===== src/rtl/cpu_pkg.sv =====
`default_nettype none
// ---------------------------------------------------------------------------
// Module      : cpu_pkg
// Description : Shared control-unit definitions: FSM state encoding, opcode
//               constants and instruction-register field positions.
// Revision    : 1.0 - initial release
// ---------------------------------------------------------------------------
package cpu_pkg;

  // Control-unit sequencer states
  typedef enum logic [2:0] {
    RESET_ST = 3'd0,
    T0       = 3'd1,
    T1       = 3'd2,
    T2       = 3'd3,
    T3       = 3'd4,
    T4       = 3'd5,
    T5       = 3'd6,
    HALT     = 3'd7
  } state_t;

  // Instruction register field positions
  localparam int OPC_MSB = 31;
  localparam int OPC_LSB = 27;
  localparam int RA_MSB  = 26;
  localparam int RA_LSB  = 23;
  localparam int RB_MSB  = 22;
  localparam int RB_LSB  = 19;
  localparam int RC_MSB  = 18;
  localparam int RC_LSB  = 15;

  // Opcode map; the ALU R-type range starts at zero
  localparam logic [4:0] OP_ALU_MIN = 5'b00000;
  localparam logic [4:0] OP_ALU_MAX = 5'b01011;
  localparam logic [4:0] OP_NOP     = 5'b11010;
  localparam logic [4:0] OP_HALT    = 5'b11011;

  // Extract the opcode field from an instruction word
  function automatic logic [4:0] get_opcode(input logic [31:0] ir_word);
    return ir_word[OPC_MSB:OPC_LSB];
  endfunction

endpackage : cpu_pkg
`default_nettype wire


===== src/rtl/cu_decode.sv =====
`default_nettype none
// ---------------------------------------------------------------------------
// Module      : cu_decode
// Description : Combinational opcode classifier (ALU / nop / halt / illegal).
//               Exactly one class output is high for any opcode.
// Revision    : 1.0 - initial release
// ---------------------------------------------------------------------------
module cu_decode
  import cpu_pkg::*;
(
  input  logic [4:0] opcode_i,
  output logic       alu_o,
  output logic       nop_o,
  output logic       halt_o,
  output logic       illegal_o
);

  // The ALU range begins at 5'b00000, so only the upper bound needs testing.
  assign alu_o     = (opcode_i <= OP_ALU_MAX);
  assign nop_o     = (opcode_i == OP_NOP);
  assign halt_o    = (opcode_i == OP_HALT);
  assign illegal_o = ~(alu_o | nop_o | halt_o);

endmodule : cu_decode
`default_nettype wire


===== src/rtl/control_unit.sv =====
`default_nettype none
// ---------------------------------------------------------------------------
// Module      : control_unit
// Description : Moore-style fetch/decode/execute sequencer for a bus-based
//               datapath. Fetch waits in T1 on mem_ready; T3 decodes the
//               opcode; ALU ops execute in T4/T5. HALT is left only by clear.
// Revision    : 1.0 - initial release
// ---------------------------------------------------------------------------
module control_unit
  import cpu_pkg::*;
(
  input  logic        clock,
  input  logic        clear,
  input  logic [31:0] ir,
  input  logic        mem_ready,
  input  logic        stop,
  output logic        PCout,
  output logic        ZLOout,
  output logic        MDRout,
  output logic        MARin,
  output logic        PCin,
  output logic        MDRin,
  output logic        IRin,
  output logic        Yin,
  output logic        Zlowin,
  output logic        IncPC,
  output logic        read,
  output logic [4:0]  operation,
  output logic        Gra,
  output logic        Grb,
  output logic        Grc,
  output logic        Rin,
  output logic        Rout,
  output logic        run,
  output logic        illegal
);

  state_t     state_q;
  state_t     state_d;
  state_t     boundary_st;
  logic [4:0] opcode;
  logic       dec_alu;
  logic       dec_nop;
  logic       dec_halt;
  logic       dec_illegal;

  // Register fields are consumed by the datapath, not by the sequencer.
  logic       unused_ir_fields;
  assign unused_ir_fields = ^ir[OPC_LSB-1:0];

  assign opcode = get_opcode(ir);

  cu_decode u_decode (
    .opcode_i  (opcode),
    .alu_o     (dec_alu),
    .nop_o     (dec_nop),
    .halt_o    (dec_halt),
    .illegal_o (dec_illegal)
  );

  // Where the sequencer goes once an instruction has finished.
  assign boundary_st = stop ? HALT : T0;

  // State register; clear overrides every other input on the edge.
  always_ff @(posedge clock) begin
    if (clear) begin
      state_q <= RESET_ST;
    end else begin
      state_q <= state_d;
    end
  end

  // Next-state selection.
  always_comb begin
    state_d = state_q;
    case (state_q)
      RESET_ST: state_d = T0;
      T0:       state_d = T1;
      T1:       state_d = mem_ready ? T2 : T1;
      T2:       state_d = T3;
      T3: begin
        if (dec_alu) begin
          state_d = T4;
        end else if (dec_halt) begin
          state_d = HALT;
        end else begin
          // nop and illegal opcodes both end the instruction here
          state_d = boundary_st;
        end
      end
      T4:       state_d = T5;
      T5:       state_d = boundary_st;
      HALT:     state_d = HALT;
      default:  state_d = RESET_ST;
    endcase
  end

  // Moore outputs: every strobe defaults low and is raised only by its state.
  always_comb begin
    PCout     = 1'b0;
    ZLOout    = 1'b0;
    MDRout    = 1'b0;
    MARin     = 1'b0;
    PCin      = 1'b0;
    MDRin     = 1'b0;
    IRin      = 1'b0;
    Yin       = 1'b0;
    Zlowin    = 1'b0;
    IncPC     = 1'b0;
    read      = 1'b0;
    operation = 5'b00000;
    Gra       = 1'b0;
    Grb       = 1'b0;
    Grc       = 1'b0;
    Rin       = 1'b0;
    Rout      = 1'b0;
    run       = 1'b0;
    illegal   = 1'b0;
    case (state_q)
      T0: begin
        PCout  = 1'b1;
        MARin  = 1'b1;
        IncPC  = 1'b1;
        Zlowin = 1'b1;
        run    = 1'b1;
      end
      T1: begin
        ZLOout = 1'b1;
        PCin   = 1'b1;
        read   = 1'b1;
        MDRin  = 1'b1;
        run    = 1'b1;
      end
      T2: begin
        MDRout = 1'b1;
        IRin   = 1'b1;
        run    = 1'b1;
      end
      T3: begin
        Grb     = 1'b1;
        Rout    = 1'b1;
        Yin     = 1'b1;
        run     = 1'b1;
        illegal = dec_illegal;
      end
      T4: begin
        Grc       = 1'b1;
        Rout      = 1'b1;
        Zlowin    = 1'b1;
        operation = opcode;
        run       = 1'b1;
      end
      T5: begin
        ZLOout = 1'b1;
        Gra    = 1'b1;
        Rin    = 1'b1;
        run    = 1'b1;
      end
      default: begin
        // RESET_ST and HALT drive nothing
      end
    endcase
  end

endmodule : control_unit
`default_nettype wire

===== config.mk =====
export PLATFORM = sky130hd
export DESIGN_NAME = control_unit
export DESIGN_NICKNAME = d
export VERILOG_FILES = /design/src/rtl/cpu_pkg.sv /design/src/rtl/cu_decode.sv /design/src/rtl/control_unit.sv
export SDC_FILE = /design/constraint.sdc
export NUM_CORES = 1
export LEC_CHECK = 0
export CAP_MARGIN = 20
export CORE_ASPECT_RATIO = 0.8
export CORE_UTILIZATION = 21
export DETAILED_ROUTE_END_ITERATION = 8
export PLACE_DENSITY = 0.87
export REMOVE_ABC_BUFFERS = 1
export SETUP_SLACK_MARGIN = 0.02
export SYNTH_ARGS = -nofsm -noshare
export SYNTH_HDL_FRONTEND = slang
export SYNTH_SLANG_ARGS = --single-unit

===== constraint.sdc =====
create_clock -name clock -period 2 [get_ports clock]
set_clock_uncertainty 0.1 [all_clocks]
set_input_delay 0.4 -clock clock [delete_from_list [all_inputs] [get_ports clock]]
set_output_delay 0.4 -clock clock [all_outputs]
set_load 0.05 [all_outputs]

==> impl_results.md, run 1 <==
- Status: complete, no violations
- Clock sink count: 3
- Largest register FFs: 3
- Hold buffers post-CTS: 0
- Register area share after synthesis: 16.9%
- Largest net degree at the start of global routing: 16
- Syn. warnings: 0
- Fin worst setup slack: 0.0953 ns
- Gr ovfl total: 0
- # diodes: 0
- Syn-to-layout area delta: 162%
- Skew-Pair Late Insertion Delay: 0.23 ns
- Post-Syn Instances: 51
- CP Capture Type: output pin
- Final setup vio count: 0
- Cell Rows: 12
- Post-Synth Simple-Gate Area: 39.1%
- Root Buffer: clkbuf_4
- Initial antenna violation count: 0
- Min Tclk post-route: 1.90 ns
- Synth top area share: 16.9%
- Buffers on Ports: 31
- Final period util: between 90% and 100%
- Max VDD drop: 0.000410 V
- DR vias: 475
- Hold-critical path depth: 2
- Iter 0 DRT Violations: 9
- Drt drc: 0
- Inserted Clock Buffers: 3
- Static Leak: 0.000414 uW
- Multiplexer area fraction after synthesis: 0%
- RSZ-0062 raised after global routing: false
- Clk buf depth: 2
- Max Slew Vio Count: 0
- Largest family of logic cells by synthesized area: simple AND/OR/NAND/NOR gates
- CTS H-tree lvls: 1
- FF-to-FF End: state_q[1]
- Die width: 48.0 um
- Pwr dens: 586 mW/mm2
- Final hold vios: 0
- Routed wire per std cell: 10.9 um
- Synthesized flop and latch total: 3
- Initial Util: 23.9%
- Nets: between 100 and 150
- Data arrival, critical path: approximately 1.4 ns
- Slew @ Worst Pin: 0.342 ns
- DRT Pass-1 Iters: 4
- Post-place setup slack: 0.0927 ns
- TNS Setup: 0 ns
- Fraction of layout cells with a size suffix above 1: 45.1%
- R2R Path Start: state_q[2]
- Detail Placement HPWL: 923 um
- Fmax: between 500 and 600 MHz
- Worst Hold Class: register to register
- Top Ports: 59
- Post-synth EDFFs: 0
- Die Ht: 38.8 um
- Avg Synthesized Cell Area: 6.97 um2
- Total GRT Usage: 14.5%
- Pwr Total: 546 uW
- First-pass GRT wire length: 1850 um
- Largest register by flop count: state_q
- Hold_sp: state_q[1]
- Internal reg-to-reg setup slack: 0.49 ns
- Vias in the first global route: 425
- Synth top area cells: dfxtp_1 (17%), buf_4 (15%), and3_1 (8.8%)
- Register-to-Register Path Depth: 3
- Most instantiated library cell after synthesis: buf_4
- Core box area: 0.00149 mm2
- DIE AREA: 0.00186 mm2
- Compound-gate portion of the synthesized area: 20.8%
- Distinct cells, synth: 24
- Kind of critical path: register to output pin
- Adder-cell share of the synthesized area: 0%
- Most frequent cells after synthesis: buf_4 (7), and3_1 (5), nand2_1 (4)
- Global placer's final weighted congestion: 0.769
- Primary FF master, synth: dfxtp_1
- Maxcap violations: 0
- CTS tree: built
- Final WL: 1120 um
- Required time of the critical path: approximately 1.5 ns
- Crit-path max FO: 6
- Synth area leader: dfxtp_1
- Post-DRT Antenna Nets: 0
- Crit path launch type: register
- Mapped Area: 355 um2
- Vias per cell: 4.61
- Largest registers: state_q: 3 flops
- Post-synthesis async set-or-reset flop share: 0%
- Xor/xnor share of the synthesized area: 0%
- Post-CTS Setup Inserts: 0
- Hold EP: state_q[0]
- CTS clk-pin slew, worst paths: roughly 0.040 ns
- Slew headroom: 77.0%
## power by group
group	total [uW]	internal (uW)	switching [uW]
sequential	84.0	67.9	16.1
clock	106	74.7	31.2
combinational	356	173	183
total	546	315	231
## cell usage in the layout, fill, tap and decap left out, drive strengths merged
master	n
a21o	1
a21oi	3
a221o	1
a22oi	1
a31oi	1
a41oi	1
and2	2
and2b	1
and3	5
buf	29
clkbuf	4
clkdlybuf4s50	8
dfxtp	3
inv	3
nand2	4
nand2b	2
nand3	1
nor2	3
nor2b	3
nor3b	1
o21ai	2
o32ai	1
or3	1
or3b	1
## worst max-delay path: stages, from the launching register on
cell	delay (ns)
dfxtp_1	0.42
or3b_4	0.43
inv_1	0.17
buf_12	0.16
## cell families after synthesis
group | count (synthesis)
compound gates | 11
buf+inv | 13
flops | 3
simple gates | 24
## how the worst max path moves through the flow
stage	from	endpoint	slack (ns)	cells after the start
final	state_q[2]	Grb	0.1	3
after global routing	ir[30]	illegal	0.03	5
after CTS	state_q[0]	illegal	0.03	3
after detailed placement	ir[29]	illegal	0.09	4
after global placement	ir[29]	illegal	0.10	4
after floorplan	state_q[0]	IncPC	-2.27	1
## metal layers
metal | global-route usage, % | share of wire, % | up-vias | wire length (um)
met5 | 0 | 0 | - | 0
met4 | 8.33 | 3.2 | 0 | 36
met3 | 4.21 | 7.1 | 4 | 80
met2 | 22.6 | 51 | 26 | 571
met1 | 17.3 | 39 | 213 | 433
li1 | - | - | 232 | -
## final cells by class
cell class,count,area [um2]
Timing Repair Buffer,37,586
Fill cell,115,554
Multi-Input combinational cell,35,220
Sequential cell,3,62.6
Clock buffer,4,26.3
Tap cell,21,26.3
Inverter,3,11.3
## through the flow
step / hold slack, ns / utilization [%] / instance area (um2) / cells
after floorplan: 0.369 / - / 284 / 41
after global placement: 0.446 / 60.3 / 896 / 99
after detailed placement: 0.481 / 60.3 / 896 / 99
after CTS: 0.491 / 62.0 / 922 / 103
after global routing: 0.493 / 62.7 / 932 / 103
final: 0.432 / 62.7 / 932 / 103
## repair_timing
item,CTS,global route
hold endpoints to repair,0,0
setup endpoints to repair,0,20
gates resized for setup,0,4
Power figures use the tool's default switching activity.
==> run 2, diff against run 1 <==
MAX_ROUTING_LAYER = met4   (was not set)
==> results of run 2 <==
Same layout as run 1: the final DEF is identical, and so are final timing and power.
Main changes from that run: final weighted congestion in routability-driven placement 0.769 -> 0.779; overall routing resource usage 14.5% -> 14.8%
